## config.mk

```make
export PLATFORM = sky130hd
export DESIGN_NAME = mul_issue_stage
export DESIGN_NICKNAME = d
export VERILOG_FILES = /design/src/rtl/mul_pkg.sv /design/src/rtl/mul_pipe_reg.sv /design/src/rtl/mul_issue_stage.sv
export SDC_FILE = /design/constraint.sdc
export NUM_CORES = 1
export LEC_CHECK = 0
export ABC_CLOCK_PERIOD_IN_PS = 2400
export BUFFER_PORTS_ARGS = -buffer_cell sky130_fd_sc_hd__buf_2
export CAP_MARGIN = 40
export CORE_MARGIN = 3
export CORE_UTILIZATION = 40
export DETAILED_ROUTE_END_ITERATION = 10
export PLACE_DENSITY = 0.8
export REMOVE_ABC_BUFFERS = 1
export SLEW_MARGIN = 20
export SYNTH_ARGS = -nofsm -noshare
export SYNTH_HDL_FRONTEND = slang
export SYNTH_SLANG_ARGS = --single-unit
```

## constraint.sdc

```tcl
create_clock -name clk -period 2.4 [get_ports clk]
set_input_delay 0.36 -clock clk [delete_from_list [all_inputs] [get_ports clk]]
set_output_delay 0.36 -clock clk [all_outputs]
set_load 0.01 [all_outputs]
```

## src/rtl/mul_pkg.sv

```systemverilog
// mul_pkg: shared opcode, control and decode definitions for the multiply
// issue stage.
//   mul_op_e   - the four M-extension multiply opcodes (2-bit encoding)
//   mul_ctrl_t - multiplier mode controls plus result-half select
//   mul_decode - opcode -> control mapping
package mul_pkg;

  typedef enum logic [1:0] {
    OP_MUL    = 2'b00,
    OP_MULH   = 2'b01,
    OP_MULHSU = 2'b10,
    OP_MULHU  = 2'b11
  } mul_op_e;

  typedef struct packed {
    logic sign;    // both operands signed
    logic mix;     // a signed, b unsigned
    logic hi_sel;  // return product[2*SIZE-1:SIZE] instead of the low half
  } mul_ctrl_t;

  localparam int CTRL_W = 3;

  // MUL only needs the low half, which is identical for every signedness,
  // so it uses the plain unsigned mode.
  function automatic mul_ctrl_t mul_decode(mul_op_e op);
    mul_ctrl_t c;
    c = '0;
    case (op)
      OP_MUL:    begin c.sign = 1'b0; c.mix = 1'b0; c.hi_sel = 1'b0; end
      OP_MULH:   begin c.sign = 1'b1; c.mix = 1'b0; c.hi_sel = 1'b1; end
      OP_MULHSU: begin c.sign = 1'b0; c.mix = 1'b1; c.hi_sel = 1'b1; end
      default:   begin c.sign = 1'b0; c.mix = 1'b0; c.hi_sel = 1'b1; end
    endcase
    return c;
  endfunction

endpackage

```

## src/rtl/mul_pipe_reg.sv

```systemverilog
// mul_pipe_reg: one valid/data pipeline slice.
// Ports:
//   clk, rst_n - clock, asynchronous active-low reset (clears valid and data)
//   clear      - synchronous kill of the valid bit (highest priority)
//   load       - capture d and set valid
//   drop       - clear valid when not loading (entry consumed downstream)
//   d          - next data
//   valid, q   - registered valid bit and data
// Data only changes on load, so downstream logic fed from q stays quiet
// while the slice is empty.
module mul_pipe_reg #(
  parameter int W = 8
) (
  input  logic         clk,
  input  logic         rst_n,
  input  logic         clear,
  input  logic         load,
  input  logic         drop,
  input  logic [W-1:0] d,
  output logic         valid,
  output logic [W-1:0] q
);

  always_ff @(posedge clk or negedge rst_n) begin
    if (!rst_n) begin
      valid <= 1'b0;
      q     <= '0;
    end else begin
      if (clear)     valid <= 1'b0;
      else if (load) valid <= 1'b1;
      else if (drop) valid <= 1'b0;
      if (load) q <= d;
    end
  end

endmodule

```

## src/rtl/mul_issue_stage.sv

```systemverilog
// mul_issue_stage: two-stage issue/retire wrapper around an external
// combinational multiplier.
// Ports:
//   clk, rst_n            - clock, asynchronous active-low reset
//   flush                 - synchronous kill of both stages
//   req_valid/req_ready   - request handshake; req_op, req_a, req_b, req_tag
//   mul_a, mul_b          - registered operands to the multiplier
//   mul_sign, mul_mix     - registered mode controls to the multiplier
//   mul_y                 - 2*SIZE product returned by the multiplier
//   rsp_valid/rsp_ready   - response handshake; rsp_data, rsp_tag
//
// Handshake semantics (both interfaces): a transfer happens on a rising edge
// where valid and ready are both high. req_ready never looks at req_valid.
// rsp_valid, rsp_data and rsp_tag are held stable until the transfer occurs.
//
// S1 holds the decoded operands and drives the multiplier; S2 holds the
// selected product half. Latency is two edges, throughput one per cycle.
module mul_issue_stage
  import mul_pkg::*;
#(
  parameter int SIZE  = 32,
  parameter int TAG_W = 5
) (
  input  logic              clk,
  input  logic              rst_n,
  input  logic              flush,
  input  logic              req_valid,
  output logic              req_ready,
  input  logic [1:0]        req_op,
  input  logic [SIZE-1:0]   req_a,
  input  logic [SIZE-1:0]   req_b,
  input  logic [TAG_W-1:0]  req_tag,
  output logic [SIZE-1:0]   mul_a,
  output logic [SIZE-1:0]   mul_b,
  output logic              mul_sign,
  output logic              mul_mix,
  input  logic [2*SIZE-1:0] mul_y,
  output logic              rsp_valid,
  input  logic              rsp_ready,
  output logic [SIZE-1:0]   rsp_data,
  output logic [TAG_W-1:0]  rsp_tag
);

  localparam int S1_W = 2*SIZE + CTRL_W + TAG_W;
  localparam int S2_W = SIZE + TAG_W;

  logic              s1_valid;
  logic [S1_W-1:0]   s1_d;
  logic [S1_W-1:0]   s1_q;
  mul_ctrl_t         req_ctrl;
  mul_ctrl_t         s1_ctrl;
  logic [TAG_W-1:0]  s1_tag;

  logic              s2_valid;
  logic [S2_W-1:0]   s2_d;
  logic [S2_W-1:0]   s2_q;
  logic [SIZE-1:0]   sel_half;

  logic              s2_adv;
  logic              s1_load;
  logic              rsp_fire;

  assign s2_adv   = s1_valid & (~s2_valid | rsp_ready);
  // rst_n is folded in so the stage advertises no capacity while held in
  // reset; after release the empty pipeline reports ready immediately.
  assign req_ready = rst_n & ~flush & (~s1_valid | s2_adv);
  assign s1_load  = req_valid & req_ready;
  assign rsp_fire = s2_valid & rsp_ready;

  // ---------------- S1: operand register ----------------
  assign req_ctrl = mul_decode(mul_op_e'(req_op));
  assign s1_d     = {req_a, req_b, req_ctrl, req_tag};

  mul_pipe_reg #(.W(S1_W)) u_s1 (
    .clk   (clk),
    .rst_n (rst_n),
    .clear (flush),
    .load  (s1_load),
    .drop  (s2_adv),
    .d     (s1_d),
    .valid (s1_valid),
    .q     (s1_q)
  );

  assign mul_a    = s1_q[S1_W-1 -: SIZE];
  assign mul_b    = s1_q[S1_W-SIZE-1 -: SIZE];
  assign s1_ctrl  = mul_ctrl_t'(s1_q[TAG_W +: CTRL_W]);
  assign s1_tag   = s1_q[TAG_W-1:0];
  assign mul_sign = s1_ctrl.sign;
  assign mul_mix  = s1_ctrl.mix;

  // ---------------- S2: result register ----------------
  // The high half is taken verbatim; the multiplier already produced the
  // correctly signed 2*SIZE product for the selected mode.
  assign sel_half = s1_ctrl.hi_sel ? mul_y[2*SIZE-1:SIZE] : mul_y[SIZE-1:0];
  assign s2_d     = {sel_half, s1_tag};

  // An S2 entry is retired by rsp_fire unless s2_adv refills it the same
  // edge; the load-over-drop priority in the slice gives exactly that.
  mul_pipe_reg #(.W(S2_W)) u_s2 (
    .clk   (clk),
    .rst_n (rst_n),
    .clear (flush),
    .load  (s2_adv),
    .drop  (rsp_fire),
    .d     (s2_d),
    .valid (s2_valid),
    .q     (s2_q)
  );

  assign rsp_valid = s2_valid;
  assign rsp_data  = s2_q[S2_W-1 -: SIZE];
  assign rsp_tag   = s2_q[TAG_W-1:0];

endmodule

```

==> key figures, run 1 <==
Setup path
  • Worst-case register-to-register setup slack: 0.55 ns
  • Startpoint-to-endpoint class of the critical path: reg -> reg
  • Data required time of the worst path: 2.62 ns
  • CP max stage cell: sky130_fd_sc_hd__and4b_4
  • Logic depth of the worst register-to-register path: 4
  • Maximum fanout along the worst path: 24
  • R2R Path Start: u_s1.valid
  • Kind of start point of the critical path: flip-flop
  • Cells along the critical path: nand3b_1 > and4b_4 > buf_12 > mux2_2
  • CP delay by family, top: simple AND/OR/NAND/NOR gates
  • Buffers plus inverters on the worst setup path: 1
  • Crit. End Element: flip-flop
  • Crit Reg-Reg Endpoint: u_s1.q[0]
  • Largest stage delay on the critical path: 0.52 ns
  • Critical path arrival: 2.06 ns

Clocking
  • Total of cells resized after clock tree synthesis: 0
  • Number of levels in the clock H-tree: 3
  • Post-CTS Hold Buffers: 0
  • Number of buffers on the longest clock path: 2
  • Number of buffers inserted by post-CTS setup repair: 0
  • TritonCTS clock tree: done
  • Clock-pin transition on the worst setup and hold timing paths: 0.07 ns
  • Root buffer selected by CTS: sky130_fd_sc_hd__clkbuf_16
  • CTS buffer count: 9
  • Clock latency on the worst-skew pair: 0.34 ns
  • Clk sinks: 111

Timing
  • Clock skew after layout: 0.00895 ns
  • Worst Slack Setup Final: 0.552 ns
  • Unrepaired setup endpoints after global routing: false
  • TNS Setup: 0 ns
  • Peak Freq: 0.541 GHz
  • Setup-violating endpoint count in the final report: 0
  • Final slew viol count: 0
  • Final Critical Period: 1.85 ns
  • Number of hold-slack violations in the final timing report: 0
  • Measured slew at the worst slew-check pin: 0.474 ns
  • Fin crit share: 77.0%
  • Worst slew slack as a fraction of its limit: 68.4%

Placed design
  • IO buf count: 244
  • Worst-case setup slack after placement: 0.483 ns
  • Final RePlAce weighted congestion: 0.735
  • Final HPWL from detailed placement: 8.54 mm

Synthesis
  • Sequential element share of the synthesized area: 51.6%
  • Post-synth top area cell: sky130_fd_sc_hd__dfrtp_1
  • Cells after Synth: 344
  • Count of synthesis-stage warnings from yosys: 0
  • Largest cells by area after synthesis: sky130_fd_sc_hd__dfrtp_1 (52%), sky130_fd_sc_hd__mux2_4 (19%), sky130_fd_sc_hd__mux2_2 (15%)
  • Post-Syn Area: 5380 µm²
  • Avg Inst Size Synth: 15.7 µm²
  • Flops & latches, synth: 111
  • Top-area cell type share of the netlist area: 51.6%
  • Number of distinct library cells after synthesis: 18

Pwr
  • Overall power: 5.40 mW
  • Leakage power: 3.33 nW
  • Peak supply drop: 0.347 mV
  • Pwr/cell area: 822 nW/µm²

Floorplanning
  • Top Ports: 245
  • Row count: 41
  • Initial standard-cell utilization of the core: 41.8%
  • Standard cell core area: 12900 µm²
  • Die width: 122 µm
  • Chip Height: 122 µm
  • Total Die Area: 14900 µm²

Final layout
  • Fraction of final layout cells sized beyond drive strength 1: 77.2%
  • Highest-count cells in the layout ignoring fill and taps: sky130_fd_sc_hd__buf_2 (243), sky130_fd_sc_hd__dfrtp_1 (111), sky130_fd_sc_hd__mux2_2 (72)
  • Net total in the final layout: 670
  • Most frequent standard cell in the layout excluding fill and tap cells: sky130_fd_sc_hd__buf_2
  • Post-synthesis to final-layout area growth: 21.9%
  • Layout Utilization: 51.0%
  • Antenna diode count: 0

Job
  • Max-cap check violation count: 0

Drt
  • DR pass1 iterations: 4
  • Final routed DRC violation total: 0
  • Average wire per cell in the routed design: 15.5 µm
  • Via total after detailed routing: 3165
  • Detailed-route vias per instance: 4.48
  • ANT nets after route: 0
  • Sum of routed wire length over all layers: 11.0 mm
  • Number of DRC violations after detailed-routing iteration 0: 62

GRT
  • GR Util All Layers: 14.5%
  • Maximum number of pins on one net before global-route repair: 51
  • Global-route wire length before repair: 16.8 mm
  • Number of global-route vias before repair: 3329
  • Gr ovfl total: 0
  • Number of antenna violations at the first check in global routing: 0

Status
  • Run status: finished, final reports clean

Min path
  • Worst Hold Class: in -> async
## metrics by stage
stage | hold WS, ns | area [µm²] | instances
floorplan | 0.0644 | 4700 | 265
global placement | 0.475 | 6240 | 690
detailed placement | 0.488 | 6270 | 691
CTS | 0.120 | 6560 | 707
global route | 0.139 | 6560 | 707
finish | 0.106 | 6560 | 707
## power breakdown
| part | switching, mW | internal (mW) | leakage (nW) |
|---|---|---|---|
| combinational | 0.610 | 0.859 | 1.87 |
| clock | 0.661 | 0.771 | 0.146 |
| sequential | 0.220 | 2.27 | 1.32 |
| total | 1.49 | 3.90 | 3.33 |
## state kept, by name, summed over array words and instances, names as in the netlist
signal,flops
u_s2.valid,1
u_s2.q,37
u_s1.q,72
u_s1.valid,1
## cell families (layout without fill, tap and decap cells)
kind of cell | count (synthesis) | count (layout) | synth area share, %
AO/OA/AOI/OAI | 3 | 3 | 0.395
buffers and inverters | 82 | 273 | 12.9
flip-flops | 111 | 111 | 51.6
multiplexers | 141 | 141 | 34.2
AND/OR/NAND/NOR | 7 | 7 | 0.883
## cells in the mapped netlist (all sizes together)
master and number:
a21oi 1, and3b 1, and4b 1, buf 78
clkbuf 1, dfrtp 111, inv 3, mux2 140
mux2i 1, nand3b 1, nor2 2, nor2b 2
o21ai 1, o21bai 1
## worst register-to-register path, stage by stage, from the launching register on
cell	delay (ns)
sky130_fd_sc_hd__dfrtp_1	0.43
sky130_fd_sc_hd__nand3b_1	0.15
sky130_fd_sc_hd__and4b_4	0.52
sky130_fd_sc_hd__buf_12	0.27
sky130_fd_sc_hd__mux2_2	0.37
## per-layer routing
layer / vias to the layer above / global-route usage [%] / wire (µm)
li1: 1488 / - / -
met1: 1515 / 17.3 / 4370
met2: 156 / 26.5 / 5610
met3: 6 / 3.81 / 906
met4: 0 / 3.15 / 80
met5: - / 0 / 0
## area by class of cell
type / instances / area, µm²
Clock buffer: 11 / 253
Clock inverter: 5 / 40.0
Fill cell: 1127 / 6310
Inverter: 3 / 11.3
Multi-Input combinational cell: 151 / 1920
Sequential cell: 111 / 2780
Tap cell: 172 / 215
Timing Repair Buffer: 254 / 1340
## how the worst max path moves through the flow
stage | endpoint | depth (start not counted) | startpoint
after floorplan | u_s1.q[0] | 3 | u_s2.valid
after global placement | u_s1.q[1] | 5 | rsp_ready
after detailed placement | u_s1.q[0] | 5 | rsp_ready
after CTS | u_s1.q[0] | 4 | u_s1.valid
after global routing | u_s1.q[0] | 4 | u_s1.valid
final | u_s1.q[0] | 4 | u_s1.valid
(Power assumes the default switching activity.)
==> run 2: changes to the inputs <==
--- a/config.mk
+++ b/config.mk
@@ -5,13 +5,14 @@
 export SDC_FILE = /design/constraint.sdc
 export NUM_CORES = 1
 export LEC_CHECK = 0
-export ABC_CLOCK_PERIOD_IN_PS = 2400
+export ABC_AREA = 1
+export ABC_CLOCK_PERIOD_IN_PS = 1600
 export BUFFER_PORTS_ARGS = -buffer_cell sky130_fd_sc_hd__buf_2
 export CAP_MARGIN = 40
 export CORE_MARGIN = 3
 export CORE_UTILIZATION = 40
 export DETAILED_ROUTE_END_ITERATION = 10
-export PLACE_DENSITY = 0.8
+export PLACE_DENSITY = 0.82
 export REMOVE_ABC_BUFFERS = 1
 export SLEW_MARGIN = 20
 export SYNTH_ARGS = -nofsm -noshare
==> constraint.sdc (replaced) <==
create_clock -name clk -period 1.6 [get_ports clk]
set_input_delay 0.24 -clock clk [delete_from_list [all_inputs] [get_ports clk]]
set_output_delay 0.24 -clock clk [all_outputs]
set_load 0.01 [all_outputs]
==> run 2 against run 1 <==
Register-to-register slack lost 0.36 ns. Critical path depth grew 1. Utilization shrank 1.2 points. Via count grew 52%. Non-clock buffer count grew 8. Clock power grew 43%. Clock-buffer cell count is the same. Die area grew 4.3%. Wire length grew 29%.
==> key figures, run 2 <==
Pwr
  • Overall power: 7.52 mW
  • P_sw: 2.35 mW
  • Leakage power: 3.94 nW
  • Switching share of power: 31.3%
  • Part of the power in the clock network: 27.1%
  • Pwr/cell area: 1120 nW/µm²
  • Peak supply drop: 0.520 mV
  • Sequential share of power: 47.9%
  • Cell-internal power: 5.17 mW
  • Portion of total power attributed to combinational logic: 25.0%

Status
  • Run status: finished, final reports clean

Setup path
  • Crit. End Element: output port
  • Maximum fanout along the worst path: 13
  • Kind of start point of the critical path: flip-flop
  • Startpoint-to-endpoint class of the critical path: reg -> out
  • Data required time of the worst path: 1.36 ns
  • Logic depth of the worst register-to-register path: 6
  • Worst setup startpoint: u_s1.valid
  • Critical path arrival: 1.26 ns
  • R2R Path Start: u_s1.valid

Placed design
  • Final HPWL from detailed placement: 9.83 mm
  • IO buf count: 244
  • Instance area after placement: 6360 µm²
  • Final RePlAce weighted congestion: 0.798
  • Worst-case setup slack after placement: 0.274 ns

GRT
  • GR Util All Layers: 17.5%
  • Gr ovfl total: 0
  • Number of antenna violations at the first check in global routing: 1
  • Global-route wire length before repair: 22.3 mm
  • Maximum number of pins on one net before global-route repair: 112
  • Number of global-route vias before repair: 4460

Job
  • Max-cap check violation count: 0

Final layout
  • Largest registers: u_s1.q x72, u_s2.q x37
  • Antenna diode count: 0
  • Net total in the final layout: 965
  • Layout Utilization: 49.8%
  • Max reg flops: 72
  • Post-synthesis to final-layout area growth: 19.4%
  • Highest-count cells in the layout ignoring fill and taps: sky130_fd_sc_hd__nand2_1 (276), sky130_fd_sc_hd__buf_2 (243), sky130_fd_sc_hd__dfrtp_1 (110)
  • Finished Cell Area: 6720 µm²
  • Register containing the most flip-flops in the final layout: u_s1.q
  • Most frequent standard cell in the layout excluding fill and tap cells: sky130_fd_sc_hd__nand2_1
  • Fraction of final layout cells sized beyond drive strength 1: 35.7%
  • Number of filler instances in the final layout: 1297

Min path
  • Worst Min Path Start: req_a[17]
  • Worst Hold Class: in -> reg
  • Hold depth: 3

Clocking
  • Clk sinks: 111
  • TritonCTS clock tree: done
  • Clock latency on the worst-skew pair: 0.34 ns
  • CTS buffer count: 9
  • Root buffer selected by CTS: sky130_fd_sc_hd__clkbuf_16
  • Number of buffers on the longest clock path: 2
  • Number of levels in the clock H-tree: 3
  • Clock-pin transition on the worst setup and hold timing paths: 0.08 ns

Timing
  • Final Critical Period: 1.50 ns
  • Final slew viol count: 0
  • Clock skew after layout: 0.00913 ns
  • Worst slew slack as a fraction of its limit: 61.2%
  • Unrepaired setup endpoints after global routing: false
  • Peak Freq: 0.665 GHz
  • Setup-violating endpoint count in the final report: 0
  • Worst Slack Setup Final: 0.0958 ns
  • Number of hold-slack violations in the final timing report: 0
  • Measured slew at the worst slew-check pin: 0.582 ns
  • Fin crit share: 94.0%

Drt
  • Via total after detailed routing: 4810
  • Final routed DRC violation total: 0
  • Number of DRC violations after detailed-routing iteration 0: 255
  • DR pass1 iterations: 4
  • Detailed-route vias per instance: 4.78
  • ANT nets after route: 0
  • Sum of routed wire length over all layers: 14.1 mm
  • Average wire per cell in the routed design: 14.0 µm

Synthesis
  • Post-synth top area cell: sky130_fd_sc_hd__dfrtp_1
  • Top-area cell type share of the netlist area: 49.3%
  • Main synth FF type: sky130_fd_sc_hd__dfrtp_1
  • Cells after Synth: 661
  • Top post-synthesis cells by count: sky130_fd_sc_hd__nand2_1 (276), sky130_fd_sc_hd__dfrtp_1 (111), sky130_fd_sc_hd__buf_4 (78), sky130_fd_sc_hd__nand4_1 (72), sky130_fd_sc_hd__inv_1 (37)
  • Post-Syn Area: 5630 µm²
  • FFs w/ async S/R, synth: 100%
  • Most frequent cell after synthesis: sky130_fd_sc_hd__nand2_1
  • Count of synthesis-stage warnings from yosys: 0
  • Number of distinct library cells after synthesis: 19
  • Avg Inst Size Synth: 8.52 µm²
  • Flops & latches, synth: 111
  • Largest cells by area after synthesis: sky130_fd_sc_hd__dfrtp_1 (49%), sky130_fd_sc_hd__nand2_1 (18%), sky130_fd_sc_hd__buf_4 (10%)
  • EDFF count, synth: 0
  • Sequential element share of the synthesized area: 49.3%

Floorplanning
  • Chip Height: 125 µm
  • Die width: 125 µm
  • Standard cell core area: 13500 µm²
  • Total Die Area: 15500 µm²
  • Row count: 42
  • Initial standard-cell utilization of the core: 41.7%
  • Top Ports: 245
run 2: path summary, 6_finish.rpt:
path	end	slack, ns
max reg2reg	u_s1.q[39]	0.19
max	req_ready	0.1
min	u_s1.q[57]	0.14
min reg2reg	u_s1.q[64]	0.47
max in group asynchronous	u_s1.q[5]	0.56
min in group asynchronous	u_s1.q[71]	0.56
run 2: power by group through the flow:
stage	Sequential (mW)	Clock, mW	Combinational [mW]
2_1_floorplan	3.92	0	0.587
3_3_place_gp	3.63	0	1.86
3_5_place_dp	3.64	0	1.91
4_1_cts	3.60	2.10	1.91
5_1_grt	3.67	2.21	2.12
6_report	3.60	2.04	1.88
run 2: repair_timing:
item | in CTS | in global routing
gates resized for setup | 1 | 0
hold buffers | 1 | 0
pin swaps | 0 | 1
hold endpoints to repair | 4 | 0
cloned | 1 | 1
endpoints found under the setup margin | 1 | 1
buffers inserted | 0 | 2
run 2: layout make-up:
type                       instances  area, µm²  share of cell area [%]
multi-input combinational        402       1800                    26.8
sequential                       111       2780                    41.4
timing repair buffer             262       1500                    22.4
clock buffer                      11        233                    3.46
clock inverter                     5       33.8                   0.503
tap                              176        220                    3.28
inverter                          39        146                    2.18
run 2: logic make-up (layout without fill, tap and decap cells):
kind of cell | after synthesis | count (layout) | synth area share [%]
AOI/OAI and AO/OA | 34 | 34 | 3.02
buffers and inverters | 148 | 317 | 18.8
DFF | 111 | 111 | 49.3
and+or+nand+nor | 368 | 368 | 28.9
run 2: critical path, stage by stage (launching register included):
cell and delay [ns]:
sky130_fd_sc_hd__dfrtp_1 0.42, sky130_fd_sc_hd__nand3_4 0.13, sky130_fd_sc_hd__buf_12 0.15, sky130_fd_sc_hd__nand2_1 0.05, sky130_fd_sc_hd__inv_1 0.05, sky130_fd_sc_hd__buf_2 0.12
run 2: metrics by stage:
stage,TNS (ns),hold WS (ns),instances
6_report,0,0.143,1006
5_1_grt,0,0.124,1006
4_1_cts,0,0.127,1003
3_5_place_dp,0,0.381,985
3_3_place_gp,0,0.380,985
2_1_floorplan,-54.86,-0.0556,552
run 2: routing by layer:
| layer | wire, µm | vias to the layer above | GRT usage (%) |
|---|---|---|---|
| met3 | 1540 | 21 | 5.53 |
| met4 | 289 | 2 | 6.64 |
| met1 | 5730 | 2154 | 22.0 |
| li1 | - | 2372 | - |
| met2 | 6560 | 261 | 28.4 |
| met5 | 13 | - | 0 |
==> run 3: changes to the inputs <==
--- a/config.mk
+++ b/config.mk
@@ -10,10 +10,11 @@
 export BUFFER_PORTS_ARGS = -buffer_cell sky130_fd_sc_hd__buf_2
 export CAP_MARGIN = 40
 export CORE_MARGIN = 3
-export CORE_UTILIZATION = 40
+export CORE_UTILIZATION = 30
 export DETAILED_ROUTE_END_ITERATION = 10
-export PLACE_DENSITY = 0.82
+export PLACE_DENSITY = 0.67
 export REMOVE_ABC_BUFFERS = 1
+export SETUP_SLACK_MARGIN = 0.3
 export SLEW_MARGIN = 20
 export SYNTH_ARGS = -nofsm -noshare
 export SYNTH_HDL_FRONTEND = slang
==> run 3 against run 2 <==
Combinational power hardly changed. First-iteration DRC count is 55% lower. Critical path type unchanged. Critical path depth is 1 lower. Highest routed layer unchanged. Global-route usage is 3.5 points lower. Via count is 1.7% lower. Die area is 32% higher. Critical endpoint unchanged. Worst setup slack better by 0.18 ns.
==> key figures, run 3 (synthesis results as in run 2) <==
Drt
  • ANT nets after route: 0
  • Average wire per cell in the routed design: 14.0 µm
  • Sum of routed wire length over all layers: 14.8 mm
  • Via total after detailed routing: 4729
  • Detailed-route vias per instance: 4.46
  • Number of DRC violations after detailed-routing iteration 0: 115
  • DR pass1 iterations: 4
  • Final routed DRC violation total: 0

Timing
  • TNS Setup: 0 ns
  • Measured slew at the worst slew-check pin: 0.611 ns
  • Fin crit share: 82.7%
  • Unrepaired setup endpoints after global routing: true
  • Clock skew after layout: 0.00966 ns
  • Worst slew slack as a fraction of its limit: 59.3%
  • Setup-violating endpoint count in the final report: 0
  • Number of hold-slack violations in the final timing report: 0
  • Final Critical Period: 1.32 ns
  • Final slew viol count: 0
  • Worst hold-check slack: 0.0152 ns
  • Peak Freq: 0.756 GHz

Final layout
  • Post-synthesis to final-layout area growth: 21.5%
  • Fraction of final layout cells sized beyond drive strength 1: 36.5%
  • Most frequent standard cell in the layout excluding fill and tap cells: sky130_fd_sc_hd__nand2_1
  • Final Instance Count excl. Fillers: 1061
  • Antenna diode count: 0
  • Highest-count cells in the layout ignoring fill and taps: sky130_fd_sc_hd__nand2_1 (274), sky130_fd_sc_hd__buf_2 (242), sky130_fd_sc_hd__dfrtp_1 (110)
  • Largest registers: u_s1.q x72, u_s2.q x37
  • Register containing the most flip-flops in the final layout: u_s1.q
  • Layout Utilization: 37.6%
  • Number of filler instances in the final layout: 1886
  • Max reg flops: 72
  • Net total in the final layout: 967

Clocking
  • TritonCTS clock tree: done
  • Number of levels in the clock H-tree: 3
  • Clock-pin transition on the worst setup and hold timing paths: 0.07 ns
  • Root buffer selected by CTS: sky130_fd_sc_hd__clkbuf_16
  • CTS buffer count: 9
  • Clk sinks: 111
  • Number of buffers on the longest clock path: 2
  • Post-CTS Hold Buffers: 0
  • Clock latency on the worst-skew pair: 0.35 ns

Setup path
  • Largest stage delay on the critical path: 0.40 ns
  • Critical path arrival: 1.08 ns
  • Crit. End Element: output port
  • CP delay by family, top: flip-flops
  • Cells along the critical path: nand3_4 > nand2_4 > inv_2 > buf_6
  • Kind of start point of the critical path: flip-flop
  • Worst-case register-to-register setup slack: 0.30 ns
  • Maximum fanout along the worst path: 3
  • Startpoint-to-endpoint class of the critical path: reg -> out
  • Data required time of the worst path: 1.36 ns
  • Buffers plus inverters on the worst setup path: 2
  • CP max stage cell: sky130_fd_sc_hd__dfrtp_1

Floorplanning
  • Top Ports: 245
  • Standard cell core area: 18200 µm²
  • Total Die Area: 20400 µm²
  • Row count: 49
  • Chip Height: 143 µm
  • Initial standard-cell utilization of the core: 30.9%
  • Die width: 143 µm

Placed design
  • Final HPWL from detailed placement: 10.6 mm
  • Final RePlAce weighted congestion: 0.750
  • IO buf count: 244
  • Number of placed cells counting well taps: 1043

GRT
  • Gr ovfl total: 0
  • Number of antenna violations at the first check in global routing: 2
  • Global-route wire length before repair: 22.6 mm
  • Maximum number of pins on one net before global-route repair: 112
  • GR Util All Layers: 14.0%
  • Number of global-route vias before repair: 4345

Pwr
  • Overall power: 8.04 mW
  • Leakage power: 3.96 nW
  • Pwr/cell area: 1170 nW/µm²
  • Peak supply drop: 0.529 mV

Status
  • Run status: finished, final reports clean

Job
  • Max-cap check violation count: 0

Min path
  • Worst Hold Class: in -> async
[run 3: per-layer routing]
metal | part of all wire [%] | vias up | track usage (%)
li1 | - | 2367 | -
met1 | 45 | 2141 | 17.9
met2 | 44 | 205 | 22.5
met3 | 9.9 | 14 | 4.25
met4 | 1.5 | 2 | 5.10
met5 | 0.13 | - | 0
[run 3: power breakdown]
part | total [mW] | internal [mW] | switching [mW]
Combinational | 1.90 | 0.801 | 1.10
Clock | 2.52 | 1.45 | 1.08
Sequential | 3.62 | 3.32 | 0.300
Total | 8.04 | 5.57 | 2.47
[run 3: path summary, 6_finish.rpt]
path,from,end,depth (start not counted)
max,u_s2.valid,req_ready,4
min,rst_n,u_s2.q[23],2
max reg2reg,u_s2.valid,u_s1.q[55],6
min reg2reg,u_s1.q[44],u_s1.q[44],2
max in group asynchronous,rst_n,u_s1.q[5],2
min in group clk,req_a[13],u_s1.q[53],3
[run 3: worst register-to-register path, delay by kind of cell (launching register included)]
kind	cells	cell delay, ns
flops	1	0.42
buf+inv	2	0.37
simple gates	4	0.42
[run 3: layout make-up]
type	count	area [µm²]	share of cell area, %
Sequential cell	111	2780	40.6
Multi-Input combinational cell	402	1810	26.5
Timing Repair Buffer	264	1480	21.6
Tap cell	229	287	4.19
Clock buffer	10	239	3.49
Inverter	39	146	2.14
Clock inverter	6	100	1.46
[run 3: repair_timing]
action                                  CTS  global route
gates cloned                              0             0
pin swaps                                 2             2
gates resized for setup                   5             7
endpoints found under the setup margin    1            95
buffers inserted                          2             0
[run 3: per-stage QoR]
stage / setup WS, ns / instance area, µm²
global route: 0.209 / 6840
finish: 0.277 / 6840
detailed placement: 0.315 / 6440
CTS: 0.241 / 6820
floorplan: -0.762 / 4720
global placement: 0.307 / 6440
